$ cat src/rtl/can_pkg.sv
// Shared types and constants for the CAN 2.0A frame transmitter.
package can_pkg;

    localparam int ID_W        = 11;
    localparam int DLC_W       = 4;
    localparam int CRC_W       = 15;
    localparam int STUFF_LIMIT = 5;

    localparam logic [CRC_W-1:0] CRC15_POLY = 15'h4599;

    typedef enum logic [3:0] {
        ST_IDLE,
        ST_SOF,
        ST_ID,
        ST_RTR,
        ST_IDE,
        ST_R0,
        ST_DLC,
        ST_DATA,
        ST_CRC,
        ST_CRC_DEL,
        ST_ACK,
        ST_ACK_DEL,
        ST_EOF,
        ST_IFS
    } state_t;

endpackage

$ cat src/rtl/can_crc15.sv
// Serial CAN CRC-15 register: one unstuffed bit per enabled clock, MSB-first feedback.
module can_crc15
    import can_pkg::*;
(
    input  logic             clk,
    input  logic             rst_n,
    input  logic             clear,
    input  logic             en,
    input  logic             bit_in,
    output logic [CRC_W-1:0] crc
);

    logic feedback;

    assign feedback = bit_in ^ crc[CRC_W-1];

    always_ff @(posedge clk) begin
        if (!rst_n) begin
            crc <= '0;
        end else if (clear) begin
            crc <= '0;
        end else if (en) begin
            crc <= {crc[CRC_W-2:0], 1'b0} ^ (feedback ? CRC15_POLY : '0);
        end
    end

endmodule

$ cat src/rtl/can_frame_tx.sv
// CAN 2.0A standard-frame serialiser with bit stuffing, CRC-15 and ACK check.
// Define CAN_TX_ARB_EN to enable arbitration-loss detection during ID/RTR.
module can_frame_tx
    import can_pkg::*;
#(
    parameter int EOF_BITS  = 7,
    parameter int IFS_BITS  = 3,
    parameter int MAX_BYTES = 8
) (
    input  logic              clk,
    input  logic              rst_n,
    input  logic              tx_valid,
    output logic              tx_ready,
    input  logic [ID_W-1:0]   tx_id,
    input  logic              tx_rtr,
    input  logic [DLC_W-1:0]  tx_dlc,
    input  logic [63:0]       tx_payload,
    input  logic              rx_data,
    output logic              tx_data,
    output logic              busy,
    output logic              done,
    output logic              ack_err,
    output logic              arb_lost
);

    state_t            state, adv_state;
    logic [6:0]        bit_cnt, adv_cnt, data_len;
    logic [2:0]        stuff_cnt;
    logic              last_bit, adv_bit;
    logic              crc_en, shift_id, shift_dlc, shift_data;
    logic [ID_W-1:0]   id_sr;
    logic              rtr_r;
    logic [DLC_W-1:0]  dlc_sr;
    logic [63:0]       data_sr;
    logic [CRC_W-1:0]  crc_val;
    logic [3:0]        n_bytes;
    logic              ack_miss, stuff_now, arb_hit, frame_end;

    assign n_bytes   = (tx_dlc > 4'(MAX_BYTES)) ? 4'(MAX_BYTES) : tx_dlc;
    assign stuff_now = (state inside {ST_SOF, ST_ID, ST_RTR, ST_IDE, ST_R0, ST_DLC, ST_DATA, ST_CRC})
                       && (stuff_cnt == 3'(STUFF_LIMIT));
    assign frame_end = (state == ST_IFS) && (bit_cnt == 7'(IFS_BITS - 1));

`ifdef CAN_TX_ARB_EN
    assign arb_hit = (state == ST_ID || state == ST_RTR) && tx_data && !rx_data;
`else
    assign arb_hit = 1'b0;
`endif

    // SOF is a 0 into a cleared register, so skipping it leaves the CRC unchanged.
    can_crc15 u_crc (
        .clk    (clk),
        .rst_n  (rst_n),
        .clear  (state == ST_IDLE),
        .en     (crc_en && !stuff_now && !arb_hit && state != ST_IDLE),
        .bit_in (adv_bit),
        .crc    (crc_val)
    );

    // Position and value of the next unstuffed bit, given the bit now on the wire.
    always_comb begin
        adv_state  = state;
        adv_cnt    = bit_cnt + 7'd1;
        adv_bit    = 1'b1;
        crc_en     = 1'b0;
        shift_id   = 1'b0;
        shift_dlc  = 1'b0;
        shift_data = 1'b0;
        case (state)
            ST_SOF: begin
                adv_state = ST_ID;
                adv_cnt   = '0;
                adv_bit   = id_sr[ID_W-1];
                shift_id  = 1'b1;
                crc_en    = 1'b1;
            end
            ST_ID: begin
                crc_en = 1'b1;
                if (bit_cnt == 7'(ID_W - 1)) begin
                    adv_state = ST_RTR;
                    adv_cnt   = '0;
                    adv_bit   = rtr_r;
                end else begin
                    adv_bit  = id_sr[ID_W-1];
                    shift_id = 1'b1;
                end
            end
            ST_RTR: begin
                adv_state = ST_IDE;
                adv_bit   = 1'b0;
                crc_en    = 1'b1;
            end
            ST_IDE: begin
                adv_state = ST_R0;
                adv_bit   = 1'b0;
                crc_en    = 1'b1;
            end
            ST_R0: begin
                adv_state = ST_DLC;
                adv_cnt   = '0;
                adv_bit   = dlc_sr[DLC_W-1];
                shift_dlc = 1'b1;
                crc_en    = 1'b1;
            end
            ST_DLC: begin
                if (bit_cnt == 7'(DLC_W - 1)) begin
                    adv_cnt = '0;
                    if (data_len != 7'd0) begin
                        adv_state  = ST_DATA;
                        adv_bit    = data_sr[63];
                        shift_data = 1'b1;
                        crc_en     = 1'b1;
                    end else begin
                        adv_state = ST_CRC;
                        adv_bit   = crc_val[CRC_W-1];
                    end
                end else begin
                    adv_bit   = dlc_sr[DLC_W-1];
                    shift_dlc = 1'b1;
                    crc_en    = 1'b1;
                end
            end
            ST_DATA: begin
                if (bit_cnt == data_len - 7'd1) begin
                    adv_state = ST_CRC;
                    adv_cnt   = '0;
                    adv_bit   = crc_val[CRC_W-1];
                end else begin
                    adv_bit    = data_sr[63];
                    shift_data = 1'b1;
                    crc_en     = 1'b1;
                end
            end
            ST_CRC: begin
                if (bit_cnt == 7'(CRC_W - 1)) begin
                    adv_state = ST_CRC_DEL;
                    adv_cnt   = '0;
                end else begin
                    adv_bit = crc_val[4'd13 - bit_cnt[3:0]];
                end
            end
            ST_CRC_DEL: adv_state = ST_ACK;
            ST_ACK:     adv_state = ST_ACK_DEL;
            ST_ACK_DEL: begin
                adv_state = ST_EOF;
                adv_cnt   = '0;
            end
            ST_EOF: begin
                if (bit_cnt == 7'(EOF_BITS - 1)) begin
                    adv_state = ST_IFS;
                    adv_cnt   = '0;
                end
            end
            ST_IFS: begin
                if (frame_end) begin
                    adv_state = ST_IDLE;
                    adv_cnt   = '0;
                end
            end
            default: adv_cnt = bit_cnt;
        endcase
    end

    always_ff @(posedge clk) begin
        if (!rst_n) begin
            state     <= ST_IDLE;
            bit_cnt   <= '0;
            stuff_cnt <= '0;
            last_bit  <= 1'b1;
            id_sr     <= '0;
            rtr_r     <= 1'b0;
            dlc_sr    <= '0;
            data_sr   <= '0;
            data_len  <= '0;
            ack_miss  <= 1'b0;
            tx_data   <= 1'b1;
            tx_ready  <= 1'b1;
            busy      <= 1'b0;
            done      <= 1'b0;
            ack_err   <= 1'b0;
            arb_lost  <= 1'b0;
        end else begin
            done     <= 1'b0;
            ack_err  <= 1'b0;
            arb_lost <= 1'b0;
            if (state == ST_IDLE) begin
                if (tx_valid) begin
                    state     <= ST_SOF;
                    bit_cnt   <= '0;
                    id_sr     <= tx_id;
                    rtr_r     <= tx_rtr;
                    dlc_sr    <= tx_dlc;
                    data_sr   <= tx_payload;
                    data_len  <= tx_rtr ? 7'd0 : {n_bytes, 3'b000};
                    tx_data   <= 1'b0;
                    last_bit  <= 1'b0;
                    stuff_cnt <= 3'd1;
                    tx_ready  <= 1'b0;
                    busy      <= 1'b1;
                end
            end else if (arb_hit) begin
                state    <= ST_IDLE;
                bit_cnt  <= '0;
                tx_data  <= 1'b1;
                tx_ready <= 1'b1;
                busy     <= 1'b0;
                arb_lost <= 1'b1;
            end else if (stuff_now) begin
                tx_data   <= ~last_bit;
                last_bit  <= ~last_bit;
                stuff_cnt <= 3'd1;
            end else begin
                state     <= adv_state;
                bit_cnt   <= adv_cnt;
                tx_data   <= adv_bit;
                last_bit  <= adv_bit;
                stuff_cnt <= (adv_bit == last_bit) ? stuff_cnt + 3'd1 : 3'd1;
                if (shift_id)   id_sr   <= {id_sr[ID_W-2:0], 1'b0};
                if (shift_dlc)  dlc_sr  <= {dlc_sr[DLC_W-2:0], 1'b0};
                if (shift_data) data_sr <= {data_sr[62:0], 1'b0};
                if (state == ST_ACK) ack_miss <= rx_data;
                if (frame_end) begin
                    done     <= 1'b1;
                    ack_err  <= ack_miss;
                    tx_ready <= 1'b1;
                    busy     <= 1'b0;
                end
            end
        end
    end

endmodule

$ cat config.mk
export PLATFORM = sky130hd
export DESIGN_NAME = can_frame_tx
export DESIGN_NICKNAME = d
export VERILOG_FILES = /design/src/rtl/can_pkg.sv /design/src/rtl/can_crc15.sv /design/src/rtl/can_frame_tx.sv
export SDC_FILE = /design/constraint.sdc
export NUM_CORES = 1
export LEC_CHECK = 0
export CELL_PAD_IN_SITES_DETAIL_PLACEMENT = 1
export CELL_PAD_IN_SITES_GLOBAL_PLACEMENT = 1
export CORE_MARGIN = 1
export CORE_UTILIZATION = 25
export CTS_CLUSTER_DIAMETER = 100
export CTS_CLUSTER_SIZE = 40
export DETAILED_ROUTE_END_ITERATION = 12
export PLACE_DENSITY = 0.65
export SYNTH_ARGS = -nofsm -noshare
export SYNTH_HDL_FRONTEND = slang
export SYNTH_SLANG_ARGS = --single-unit
export TNS_END_PERCENT = 20
$ cat constraint.sdc
create_clock -name clk -period 3.25 [get_ports clk]
set_input_delay 0.4875 -clock clk [delete_from_list [all_inputs] [get_ports clk]]
set_output_delay 0.4875 -clock clk [all_outputs]
set_load 0.01 [all_outputs]
==> impl_metrics.yaml <==
cts:
  cts_tree: "yes"
  path_clk_slew_ns: 0.06
  insertion_delay_ns: 0.42
  cts_sinks: 119
  cts_setup_buffers: 0
  numCtsBuffers: 17
  root_buffer: "clkbuf_16"
  htree_levels: 4
  post_cts_resized: 0
  holdBufCountCts: 0
  clock_path_buffers: 2
sta:
  min_period_over_period_pct: 88.90
  relSlewSlack_pct: 40.96
  rsz0062_at_grt: "false"
  finalMaxSlewViolations: 0
  worst_pin_slew_ns: 0.8857
  post-route-min-period_ns: 2.889
  max_clock_freq_ghz: 0.3461
  worst_hold_slack_ns: 0.4615
  hold_viol: 0
  fin_skew_ns: 0.008879
  setup_ws_ns: 0.3606
  totalNegativeSetupSlack_ns: 0
  setup_violations: 0
power_and_ir_drop:
  power.total_w: 0.007268
  p_per_area_nw_per_um2: 945.4
  leakagePower_nw: 2.843
  max-vdd-ir-drop_uv: 411.8
yosys:
  synth_edf_count: 0
  ys_types: 61
  synth_area_sq_um: 5937
  synth-main-ff-cell: "dfxtp_1"
  yosysWarnings: 0
  async_reset_ff_share_pct: 0
  synth_nets: 828
  synth_cells: 736
  ys_seq_area_share_pct: 40.13
  syn_avg_cell_area_sq_um: 8.067
  synth-seq-cells: 119
layout:
  diodes: 0
  final_cell_mix: "nand2_1, dfxtp_1, nor2_1"
  drive_above_1_share_pct: 8.435
  post-route-util_pct: 32.85
  final_nets: 897
  area_growth_pct: 29.48
  final_common_cell: "nand2_1"
worst_setup_path:
  path_cells: "inv_1 > ha_1 > nor3b_1 > a21oi_1 > o211a_1 > o21ai_0 > o2111ai_1 > or4_1 > a21oi_1"
  setup.worst_path.end_class: "register"
  cp_common_cell: "a21oi_1"
  reg2reg_from: "bit_cnt[0]"
  critical_path_class: "reg2reg"
  worstPathBufferInverterCount: 1
  path_max_fanout: 10
  cp.required_ns: 3.60
  r2r_cells: 9
  r2r_slack_ns: 0.36
  regToRegEndpoint: "state[2]"
  slowest_stage: "nor3b_1"
  crit_arrival_ns: 3.24
  worstSetupStartpointType: "register"
  path_delay_family: "compound AO/OA/AOI/OAI gates"
  max_stage_delay_ns: 0.50
grt:
  grt_max_degree: 83
  antenna_found_initial: 0
  grt_pass1_vias: 5457
  grt_pass1_wl_microns: 27840
  grt.overflow.total: 0
  grt.total_usage_pct: 14.54
floorplanning:
  core_area_sq_um: 23400
  fp.dieH_microns: 156.1
  num_rows: 56
  initial_core_util_pct: 25.37
  die_area_sq_um: 24370
  num_io_pins: 90
  die_w_microns: 156.1
detailed_routing:
  viasPerCell: 4.811
  drtPass1Iterations: 4
  drc: 0
  num_vias: 5470
  drt_iter0_drc: 275
  wl_microns: 16810
  antenna_left: 0
  routedWlPerCell_microns: 14.79
worst_hold_path:
  hold_start: "ack_miss"
  min_to: "ack_err"
  hold_depth: 1
  hp-class: "reg2reg"
status:
  outcome: "finished, final reports clean"
flow_run:
  maxCapViolations: 0
place:
  port_buffers: 88
  place_ws_ns: 0.4294
  globalplace.congestion: 0.8537
  dp_hpwl_microns: 11470
-- layer usage --
| layer | up-vias | wire length (microns) | global-route usage [%] |
|---|---|---|---|
| met5 | - | 0 | 0 |
| met4 | 0 | 146 | 3.782 |
| met3 | 10 | 619 | 3.944 |
| met2 | 94 | 7543 | 22.68 |
| met1 | 2635 | 8504 | 19.64 |
| li1 | 2731 | - | - |
-- power by group --
group | switching, W | internal, W
Combinational | 0.00201 | 0.00124
Clock | 0.000732 | 0.00110
Sequential | 0.000301 | 0.00189
-- how the worst max path moves through the flow --
stage,from,to,slack [ns],depth (start not counted)
after floorplan,bit_cnt[0],state[2],0.86,10
after global placement,bit_cnt[0],state[2],0.58,9
after detailed placement,bit_cnt[0],state[2],0.43,9
after CTS,bit_cnt[0],state[2],0.41,9
after global routing,bit_cnt[0],data_sr[10],0.25,9
final,bit_cnt[0],state[2],0.36,9
-- kinds of logic (layout without fill, tap and decap cells) --
logic type	count (synthesis)	in the layout	synth area share, %
adders and majority gates	8	8	1.686
AOI/OAI and AO/OA	153	153	19.89
DFF	119	119	40.13
xor gates and xnor gates	18	18	4.067
muxes	17	17	3.309
other	1	1	0.06316
and+or+nand+nor	344	344	25.02
buffers and inverters	76	158	5.838
-- metrics by stage --
step,cell area (sq um),instances
after CTS,7687,1137
after floorplan,5937,736
after global placement,7114,1105
after detailed placement,7114,1105
after global routing,7687,1137
final,7687,1137
-- sequential cells by signal (all words and copies together), names as in the netlist --
name,count
data_sr,64
u_crc.crc,15
id_sr,11
bit_cnt,7
data_len,4
dlc_sr,4
state,4
stuff_cnt,3
ack_err,1
ack_miss,1
busy,1
done,1
last_bit,1
rtr_r,1
tx_ready,1
-- cell type report --
class | instances | area, sq um
Clock buffer | 19 | 452.9
Clock inverter | 13 | 120.1
Fill cell | 2815 | 15720
Inverter | 18 | 67.56
Multi-Input combinational cell | 541 | 3222
Sequential cell | 119 | 2382
Tap cell | 319 | 399.1
Timing Repair Buffer | 108 | 1044
-- cell usage after synthesis (3+ instances only) --
library cell / n / area, sq um
nand2_1: 178 / 668.1
dfxtp_1: 119 / 2382
nor2_1: 112 / 420.4
a311oi_1: 76 / 665.6
clkbuf_1: 41 / 153.9
a21oi_1: 24 / 120.1
inv_1: 17 / 63.81
nand3_1: 16 / 80.08
mux2i_1: 14 / 140.1
o21ai_0: 11 / 55.05
buf_2: 9 / 45.04
ha_1: 8 / 100.1
xnor2_1: 7 / 61.31
and2_1: 6 / 37.54
a31oi_1: 5 / 31.28
buf_6: 5 / 56.30
nor3_1: 5 / 25.02
o2111ai_1: 5 / 43.79
o31ai_1: 5 / 37.54
xnor3_1: 5 / 112.6
xor2_1: 5 / 43.79
nand2b_1: 4 / 25.02
and3_1: 3 / 18.77
nor4_1: 3 / 18.77
o211ai_1: 3 / 22.52
Power figures use the tool's default switching activity.
